**config.mk**
```make
export PLATFORM = sky130hd
export DESIGN_NAME = controle_turno
export DESIGN_NICKNAME = d
export VERILOG_FILES = /design/src/rtl/controle_turno_pkg.sv /design/src/rtl/placar_jogador.sv /design/src/rtl/controle_turno.sv
export SDC_FILE = /design/constraint.sdc
export NUM_CORES = 1
export LEC_CHECK = 0
export ABC_AREA = 0
export CAP_MARGIN = 15
export CORE_ASPECT_RATIO = 1.25
export CORE_MARGIN = 2
export CORE_UTILIZATION = 55
export DETAILED_ROUTE_END_ITERATION = 10
export GPL_ROUTABILITY_DRIVEN = 0
export PLACE_DENSITY = 0.94
export REMOVE_ABC_BUFFERS = 1
export SYNTH_ARGS = -nofsm -noshare
export SYNTH_HDL_FRONTEND = slang
export SYNTH_HIERARCHICAL = 1
export SYNTH_SLANG_ARGS = --single-unit
```
**constraint.sdc**
```tcl
create_clock -name clk -period 5.5 [get_ports clk]
set_input_delay 1.375 -clock clk [delete_from_list [all_inputs] [get_ports clk]]
set_output_delay 1.375 -clock clk [all_outputs]
set_load 0.05 [all_outputs]
```
**src/rtl/controle_turno_pkg.sv**
```systemverilog
// Shared definitions for the turn controller.
//   estado_t           : FSM state encoding (IDLE, CHECK, RESULT, FIM)
//   TOTAL_PECAS_PADRAO : default number of ship pieces per player
//   TAM_TABULEIRO_PADRAO : default board size (valid coordinate < size)
//   LARG_PLACAR        : score counter width
package controle_turno_pkg;

   typedef enum logic [1:0] {
      IDLE   = 2'd0,
      CHECK  = 2'd1,
      RESULT = 2'd2,
      FIM    = 2'd3
   } estado_t;

   localparam int TOTAL_PECAS_PADRAO   = 17;
   localparam int TAM_TABULEIRO_PADRAO = 10;
   localparam int LARG_PLACAR          = 5;

endpackage

```
**src/rtl/placar_jogador.sv**
```systemverilog
// Saturating score counter for one player.
//   clk, reset : clock and asynchronous active-high reset
//   inc        : add one to the score this edge
//   limit      : ceiling; the score never goes past it
//   valor      : current score
module placar_jogador
   import controle_turno_pkg::*;
(
   input  logic                   clk,
   input  logic                   reset,
   input  logic                   inc,
   input  logic [LARG_PLACAR-1:0] limit,
   output logic [LARG_PLACAR-1:0] valor
);

   always_ff @(posedge clk or posedge reset) begin
      if (reset) begin
         valor <= '0;
      end else if (inc && (valor < limit)) begin
         valor <= valor + LARG_PLACAR'(1);
      end
   end

endmodule

```
**src/rtl/controle_turno.sv**
```systemverilog
// Battleship turn controller.
//   clk, reset        : clock and asynchronous active-high reset
//   fire, x_in, y_in  : shot request pulse and coordinates
//   ready, hit        : collision checker done / hit flag (hit may be transient)
//   enable, x, y      : checker start/hold and latched coordinates
//   jogador           : player firing now (0 = P1, 1 = P2)
//   placar1, placar2  : scores
//   busy, fim         : not-IDLE / game over
//   vencedor          : winning player, valid while fim = 1
module controle_turno
   import controle_turno_pkg::*;
#(
   parameter int TOTAL_PECAS   = TOTAL_PECAS_PADRAO,
   parameter int TIMEOUT       = 15,
   parameter int TAM_TABULEIRO = TAM_TABULEIRO_PADRAO
) (
   input  logic                   clk,
   input  logic                   reset,
   input  logic                   fire,
   input  logic [3:0]             x_in,
   input  logic [3:0]             y_in,
   input  logic                   ready,
   input  logic                   hit,
   output logic                   enable,
   output logic [3:0]             x,
   output logic [3:0]             y,
   output logic                   jogador,
   output logic [LARG_PLACAR-1:0] placar1,
   output logic [LARG_PLACAR-1:0] placar2,
   output logic                   busy,
   output logic                   fim,
   output logic                   vencedor
);

   localparam logic [LARG_PLACAR-1:0] LIMITE    = LARG_PLACAR'(TOTAL_PECAS);
   localparam logic [7:0]             CONT_FIM  = 8'(TIMEOUT - 1);

   estado_t                estado;
   logic                   hit_sticky;
   logic [7:0]             cont;
   logic                   coord_ok;
   logic                   inc1;
   logic                   inc2;
   logic [LARG_PLACAR-1:0] placar_atual;
   logic [LARG_PLACAR-1:0] placar_novo;

   assign coord_ok = ({28'd0, x_in} < 32'(TAM_TABULEIRO)) &&
                     ({28'd0, y_in} < 32'(TAM_TABULEIRO));

   // Outputs decoded straight from the state register, so they change only
   // on clock edges and drop together with the async reset.
   assign enable = (estado == CHECK);
   assign busy   = (estado != IDLE);
   assign fim    = (estado == FIM);

   assign inc1 = (estado == RESULT) && hit_sticky && !jogador;
   assign inc2 = (estado == RESULT) && hit_sticky &&  jogador;

   // Score the current player will hold after this RESULT edge; used to
   // decide the move to FIM in the same cycle the counter updates.
   assign placar_atual = jogador ? placar2 : placar1;
   assign placar_novo  = (placar_atual < LIMITE) ? placar_atual + LARG_PLACAR'(1)
                                                 : placar_atual;

   always_ff @(posedge clk or posedge reset) begin
      if (reset) begin
         estado     <= IDLE;
         x          <= '0;
         y          <= '0;
         jogador    <= 1'b0;
         vencedor   <= 1'b0;
         hit_sticky <= 1'b0;
         cont       <= '0;
      end else begin
         case (estado)
            IDLE: begin
               if (fire && coord_ok) begin
                  x          <= x_in;
                  y          <= y_in;
                  hit_sticky <= 1'b0;
                  cont       <= '0;
                  estado     <= CHECK;
               end
            end
            CHECK: begin
               // A hit seen on the same edge as ready still counts.
               hit_sticky <= hit_sticky | hit;
               cont       <= cont + 8'd1;
               if (ready || (cont == CONT_FIM)) begin
                  estado <= RESULT;
               end
            end
            RESULT: begin
               if (hit_sticky) begin
                  if (placar_novo == LIMITE) begin
                     vencedor <= jogador;
                     estado   <= FIM;
                  end else begin
                     estado <= IDLE;
                  end
               end else begin
                  jogador <= ~jogador;
                  estado  <= IDLE;
               end
            end
            FIM: begin
               estado <= FIM;
            end
            default: begin
               estado <= IDLE;
            end
         endcase
      end
   end

   placar_jogador u_placar1 (
      .clk   (clk),
      .reset (reset),
      .inc   (inc1),
      .limit (LIMITE),
      .valor (placar1)
   );

   placar_jogador u_placar2 (
      .clk   (clk),
      .reset (reset),
      .inc   (inc2),
      .limit (LIMITE),
      .valor (placar2)
   );

endmodule

```
# Yosys cells after proc, flatten, opt, wreduce, memory -nomap -nowiden
# Index checks and enable logic that the tools add are counted.
[word_totals] elab_cells=56 reg_bits=31
[op_classes] reduce_logical=17 add_sub_neg=4 muxes=11 bitwise_logic=3 magnitude_cmp=5 n_eq_ne=7
[op_table] op="$pmux 8 s2" count=1
[op_table] op="$add 5x1->5 const B" count=3
[op_table] op="$lt 5x5->1 const B" count=3
[op_table] op="$mux 5" count=2
[op_table] op="$add 8x1->8 const B" count=1
[op_table] op="$eq 8x4->1 const B" count=1
[op_table] op="$lt 4x4->1 const B" count=2
[op_table] op="$mux 2" count=4
[op_table] op="$mux 8" count=1
[op_table] op="$pmux 2 s4" count=1
[op_table] op="$reduce_and 2->1" count=4
[op_table] op="$logic_and 1x1->1" count=7
[op_table] op="$eq 5x5->1 const B" count=1
[op_table] op="$eq 2x2->1 const B" count=2
[op_table] op="$reduce_bool 2->1" count=2
[op_table] op="$reduce_and 3->1" count=1
[op_table] op="$eq 2x1->1 const B" count=1
[op_table] op="$logic_not 2->1" count=1
[op_table] op="$ne 2x1->1 const B" count=1
[op_table] op="$ne 2x2->1 const B" count=1
[op_table] op="$not 1->1" count=2
[op_table] op="$pmux 1 s2" count=1
[op_table] op="$logic_not 1->1" count=1
[op_table] op="$logic_or 1x1->1" count=1
[op_table] op="other kinds (2)" count=2

# Logic depth before layout (Yosys ltp)
# Gate-level depths: netlist of the first run.
[logic_depth] depth_word=7 ltp_mapped=6 depth_no_buf=6

# Modules after synthesis
# The synthesis of the first run kept the hierarchy.
[by_module_without_submodules] module="controle_turno" n_inst=1 area_per_inst_um2=1031.0 seq_area_each_um2=525.5 cells_each=97
[by_module_without_submodules] module="placar_jogador" n_inst=2 area_per_inst_um2=355.3 seq_area_each_um2=125.1 cells_each=32

# Least setup slack after synthesis of the first run
# OpenSTA, ideal clock, no wires.
[synth_path] kind="input -> register" from="input x_in[2]" to="register x[2]" required_ns=5.375 setup_slack_ns=3.055 t_arrival_ns=2.320 n_path_buf=1 setup_time_ns=0.125 path_stages=4 path_cell_list="o21ai_0 nand4_1 clkbuf_1 mux2_2"
[synth_via] elab_chain_cells=4
[synth_rtl] element="start: declaration" line_no="controle_turno.sv:20" text="input logic [3:0] x_in,"
[synth_rtl] element="$lt 4x4->1" line_no="controle_turno.sv:47" text="assign coord_ok = ({28'd0, x_in} < 32'(TAM_TABULEIRO)) &&"
[synth_rtl] element="$logic_and 1x1->1" line_no="controle_turno.sv:47"
[synth_rtl] element="$logic_and 1x1->1" line_no="controle_turno.sv:77" text="if (fire && coord_ok) begin"
[synth_rtl] element="$reduce_and 2->1 (no source line)"
[synth_rtl] element="end signal: assignment" line_no="controle_turno.sv:78" text="x <= x_in;"
[synth_rtl] element="end: declaration" line_no="controle_turno.sv:25" text="output logic [3:0] x,"
# Several ways; a longest one is shown, not always the timed one.
# A chain may end at the register's enable or synchronous reset.

# Worst setup path in the final report of the first run
[layout_path] from="register estado[1]" to="output enable"
[layout_via] elab_chain_cells=1
[layout_rtl] element="start: declaration" line_no="controle_turno.sv:38" text="estado_t estado;"
[layout_rtl] element="start signal: assignment" line_no="controle_turno.sv:67" text="estado <= IDLE;"
[layout_rtl] element="start signal: assignment" line_no="controle_turno.sv:82" text="estado <= CHECK;"
[layout_rtl] element="start signal: assignment" line_no="controle_turno.sv:90" text="estado <= RESULT;"
[layout_rtl] element="$eq 2x1->1" line_no="controle_turno.sv:52" text="assign enable = (estado == CHECK);"
[layout_rtl] element="end: declaration" line_no="controle_turno.sv:24" text="output logic enable,"
# Every way passes these cells.

==> summary.md, run 1 <==
| Metric | Value |
|---|---|
| Hold depth | 1 |
| Die Y | 66.9 um |
| Vias in the first global route | 1381 |
| Layout Nets | 236 |
| Max Cap Viol | 0 |
| Crit path required time | 4120 ps |
| HP Start | cont[7] |
| Crit start category | register |
| Clock latency at the later pin of the worst-skew pair | 340 ps |
| Crit end category | output pin |
| Hold EP | cont[7] |
| Fin. Hold Viols | 0 |
| Core area | 2970 sq um |
| Post-Syn Area | 1740 sq um |
| Vias per cell | 5.57 |
| Total Routing Usage GR | 0.256 |
| Vias | 1377 |
| R2R Path End | vencedor |
| Hold Buf Count CTS | 0 |
| Dominant synthesized flop cell | dfrtp_1 |
| Root Buffer | clkbuf_4 |
| Crit-path cells | nand2b_2 -> clkinv_1 -> clkdlybuf4s50_1 |
| Worst-path clk slew | 100 ps |
| Final ANT Viol Nets | 0 |
| WL final | 3860 um |
| Worst Path Class, Setup | register to output pin |
| CTS buffer count | 5 |
| FF+latch count, synth | 31 |
| Antenna cells | 0 |
| WL/cell | 15.6 um |
| IO buf count | 35 |
| Slowest-stage cell, CP | clkdlybuf4s50_1 |
| Layout area overhead | 28.4% |
| Die area | 3640 sq um |
| Starting Density | 0.586 |
| Final Max Tran Viols | 0 |
| Postcts setup bufs | 0 |
| Pwr/cell area | 579 nW/um^2 |
| Leakage | 1.01 nW |
| R2R setup slack | 3170 ps |
| Max Fclk | 293 MHz |
| Worst-path fanout max | 8 |
| Post-DP HPWL | 3010 um |
| Fillers | 204 |
| Post-synth cell types | 40 |
| Clock buffer depth | 2 |
| Pwr Total | 1.29 mW |
| CP peak stage delay | 820 ps |
| Rows | 22 |
| Top-Level Pins | 36 |
| Worst r2r src | jogador |
| VDD IR max | 0.540 mV |
| H-tree depth | 2 |
| Synth async-reset ratio | 1.00 |
| Sum Neg Setup Slack | 0 ps |
| DRC | 0 |
| Rel. slew slack | 0.491 |
| Gr ovfl total | 0 |
| Share of cells above drive strength 1 | 0.147 |
| Number of synthesis warnings | 6 |
| Chip width | 54.3 um |
| Seq/Total Area, Yosys | 0.445 |
| Final setup fails | 0 |
| R2R depth | 6 |
| Commonest non-fill, non-tap cells in the layout | 35 x clkdlybuf4s50_1, 31 x dfrtp_1, 16 x inv_1 |
| Crit share post-route | 0.620 |
| Skew final | 8.43 ps |
| Pin count of the biggest net entering global routing | 22 |
| First-pass GRT wire length | 6490 um |
| Cell count after synthesis | 161 |
| Initial antenna violation count | 0 |
| Commonest non-fill, non-tap cell in the layout | clkdlybuf4s50_1 |
| Hold Crit Class | register to register |
| CTS sink cnt | 31 |
| Critical Path AT | 2030 ps |
| DRT iter0 DRCs | 41 |
| Synth Area per Inst | 10.8 sq um |
| CTS tree | built |
| RSZ-0062 raised after global routing | false |
| Drt pass-1 iters | 4 |
| Status | finished, final reports clean |
| Cts repair resizes | 0 |
| Setup slack after layout | 2090 ps |
| Final min period | 3410 ps |
| Post-synth EDFFs | 0 |
| Pre-CTS WS | 2270 ps |
| Worst slew pin tran | 763 ps |
cell type report:
| class | instances | area, sq um | area share |
|---|---|---|---|
| well taps | 36 | 45.0 | 0.0201 |
| clock inverters | 1 | 7.51 | 0.00336 |
| repair buffers | 35 | 350 | 0.157 |
| multi-input cells | 120 | 928 | 0.415 |
| flip-flops and latches | 31 | 776 | 0.347 |
| inverters | 17 | 63.8 | 0.0285 |
| clock buffers | 7 | 65.1 | 0.0291 |
worst max path at each step:
stage	slack, ps	cells after the start	start	endpoint
after global placement	2350	4	x_in[2]	x[3]
final	2090	3	estado[1]	enable
after detailed placement	2270	4	x_in[2]	x[1]
after CTS	2090	3	estado[1]	enable
after global routing	2000	3	estado[1]	enable
after floorplan	2990	3	x_in[2]	x[0]
kinds of logic after synthesis:
group	after synthesis	share of synthesized area
adders and majority gates	13	0.0934
DFF	31	0.445
buffers and inverters	18	0.0388
and+or+nand+nor	46	0.149
muxes	13	0.0876
xor gates and xnor gates	10	0.0503
other	2	0.00431
AOI/OAI and AO/OA	28	0.131
through the flow:
step	hold slack, ps	util	area (sq um)	std cells
2_1_floorplan	438	-	1770	168
3_3_place_gp	467	0.728	2160	239
3_5_place_dp	483	0.728	2160	239
4_1_cts	503	0.752	2240	247
5_1_grt	532	0.752	2240	247
6_report	504	0.752	2240	247
worst max-delay path: cells and delay by family, from the launching register on:
family,cells,cell delay (ps)
flip-flops,1,440
AND/OR/NAND/NOR,1,260
buffers and inverters,2,990
power by group:
part           switching, mW  internal (mW)  leakage [nW]
Clock                 0.0799         0.0746        0.0375
Combinational          0.445          0.275         0.577
Sequential             0.107          0.313         0.395
cells in the mapped netlist, types with 2 or more instances:
cell	count	area, sq um
ha_1	13	163
o21ai_2	2	17.5
and3_1	3	18.8
mux2_2	10	113
a21o_1	2	15.0
and3_2	2	15.0
a31oi_2	2	25.0
a31oi_1	2	12.5
o211ai_1	6	45.0
nand4_1	3	18.8
nor2_1	7	26.3
nand2_1	9	33.8
inv_1	16	60.1
or3_1	2	12.5
mux2_4	2	30.0
or4b_1	2	20.0
dfrtp_1	31	776
o21ai_0	7	35.0
xnor2_1	9	78.8
nand3_1	8	40.0
a211oi_4	2	40.0
conb_1	2	7.51
nand2b_1	2	12.5
layer usage:
layer / wire length (um) / global-route usage
met1: 1410 / 0.298
met5: 0 / 0
met4: 126 / 0.119
met2: 2100 / 0.425
met3: 214 / 0.0673
registers in the layout (all words and copies together) (netlist names):
signal           flops
x                    4
y                    4
hit_sticky           1
u_placar2/valor      5
cont                 8
jogador              1
vencedor             1
u_placar1/valor      5
estado               2
Power figures use the tool's default switching activity.
==> run 2, diff against run 1 <==
- CORE_UTILIZATION: 55 -> 46
- PLACE_DENSITY: 0.94 -> 0.85
- clock period: 5.5 -> 2.9 ns (I/O delays scaled with it)
==> run 2 against run 1 <==
Net effect: sequential power is 88% higher; wire length is 4.6% lower; hold slack worse by 23 ps; sequential share of layout area fell by 0.61 points; clock power increased by 140%; final cell count is 2.0% higher; via count rose by 0.22%; critical endpoint unchanged.
==> summary.md, run 2 (synthesized netlist as in run 1, its figures left out) <==
| Metric | Value |
|---|---|
| Status | finished, final reports clean |
| Dpl cells | 244 |
| Worst Path Class, Setup | register to output pin |
| Worst hold slack | 481 ps |
| Fin. Hold Viols | 0 |
| Commonest non-fill, non-tap cell in the layout | clkdlybuf4s50_1 |
| Top-Level Pins | 36 |
| Rel. slew slack | 0.483 |
| Clock latency at the later pin of the worst-skew pair | 280 ps |
| Pwr/cell area | 1100 nW/um^2 |
| CTS sink cnt | 31 |
| Worst slew pin tran | 774 ps |
| DRC | 0 |
| Largest register FFs | 8 |
| Skew final | 4.06 ps |
| Cts repair resizes | 0 |
| P_sw | 1.18 mW |
| Crit-path cells | nand2b_2 -> clkinv_1 -> clkdlybuf4s50_1 |
| Setup slack after layout | 239 ps |
| Pint | 1.33 mW |
| Leakage | 1.03 nW |
| Post-layout util | 0.617 |
| Worst-path clk slew | 60 ps |
| Storage cell area | 776 sq um |
| Max Fclk | 376 MHz |
| Crit end category | output pin |
| Starting Density | 0.472 |
| Biggest regs | cont (8), u_placar1/valor (5), u_placar2/valor (5) |
| Vias per cell | 5.48 |
| Crit share post-route | 0.917 |
| WL/cell | 14.6 um |
| Placed cell area | 2180 sq um |
| Drt pass-1 iters | 5 |
| CP peak stage delay | 820 ps |
| Fillers | 323 |
| Rows | 25 |
| VDD IR max | 0.596 mV |
| H-tree depth | 2 |
| Worst-path fanout max | 8 |
| Gr ovfl total | 0 |
| CTS buffer count | 5 |
| Final setup fails | 0 |
| Layout Nets | 237 |
| Final ANT Viol Nets | 0 |
| Initial antenna violation count | 0 |
| Vias | 1380 |
| Pwr Total | 2.51 mW |
| Crit start category | register |
| IO buf count | 35 |
| Critical Path AT | 1940 ps |
| Non-Filler Instances | 252 |
| Layout area overhead | 30.7% |
| Hold Crit Class | register to register |
| RSZ-0062 raised after global routing | false |
| Slowest-stage cell, CP | clkdlybuf4s50_1 |
| Sequential share of power | 0.314 |
| Final Instance Area | 2280 sq um |
| Die area | 4300 sq um |
| Hold Buf Count CTS | 0 |
| First-pass GRT wire length | 6280 um |
| Antenna cells | 0 |
| Postcts setup bufs | 0 |
| Root Buffer | clkbuf_8 |
| Max Cap Viol | 0 |
| DRT iter0 DRCs | 32 |
| Final Max Tran Viols | 0 |
| Commonest non-fill, non-tap cells in the layout | 35 x clkdlybuf4s50_1, 31 x dfrtp_1, 16 x inv_1 |
| Share of cells above drive strength 1 | 0.146 |
| Crit path required time | 2170 ps |
| Clock power share | 0.147 |
| Sum Neg Setup Slack | 0 ps |
| Grt met2 use | 0.322 |
| Combinational power share | 0.539 |
| Final min period | 2660 ps |
| Global routing usage on met1 | 0.230 |
| Busiest grt layer | met2 |
| Sw frac | 0.469 |
| Clock buffer depth | 2 |
| Post-DP HPWL | 2750 um |
| CTS tree | built |
| Total Routing Usage GR | 0.195 |
| Met3 global-route usage | 0.0603 |
| Multi-input gate area | 928 sq um |
| Die Y | 72.8 um |
| Core area | 3690 sq um |
| Worst path bufs/invs | 2 |
| Crit path max-delay family | buffers and inverters |
| Vias in the first global route | 1357 |
| WL final | 3680 um |
| Most flops, register | cont |
| Pre-CTS WS | 527 ps |
| Chip width | 59.0 um |
| Pin count of the biggest net entering global routing | 22 |
==> run 2: power groups by stage <==
stage | registers [mW] | clock network [mW] | logic, mW
detailed placement | 0.793 | 0 | 1.35
finish | 0.788 | 0.369 | 1.35
global route | 0.815 | 0.400 | 1.44
global placement | 0.784 | 0 | 1.31
CTS | 0.785 | 0.378 | 1.36
floorplan | 1.15 | 0 | 0.555
==> run 2: layout make-up <==
cell class | instances | share of cell area
inverter | 17 | 0.0280
multi-input combinational | 120 | 0.408
tap | 40 | 0.0220
sequential | 31 | 0.341
clock buffer | 8 | 0.0440
timing repair buffer | 36 | 0.157
==> run 2: path summary, 6_finish.rpt <==
kind	start	end	slack [ps]	cells past startpoint
worst min-delay path	cont[7]	cont[7]	480	1
max in group asynchronous	reset	cont[2]	1450	2
worst max-delay path	estado[1]	enable	240	3
worst max register to register	jogador	vencedor	710	6
worst min register to register	cont[7]	cont[7]	480	1
min in group asynchronous	reset	u_placar2/valor[4]	720	2
==> run 2: per-layer routing <==
layer	share of wire	routed length, um
met1	0.40	1470
met4	0.028	103
met3	0.057	209
met2	0.52	1900
met5	0	0
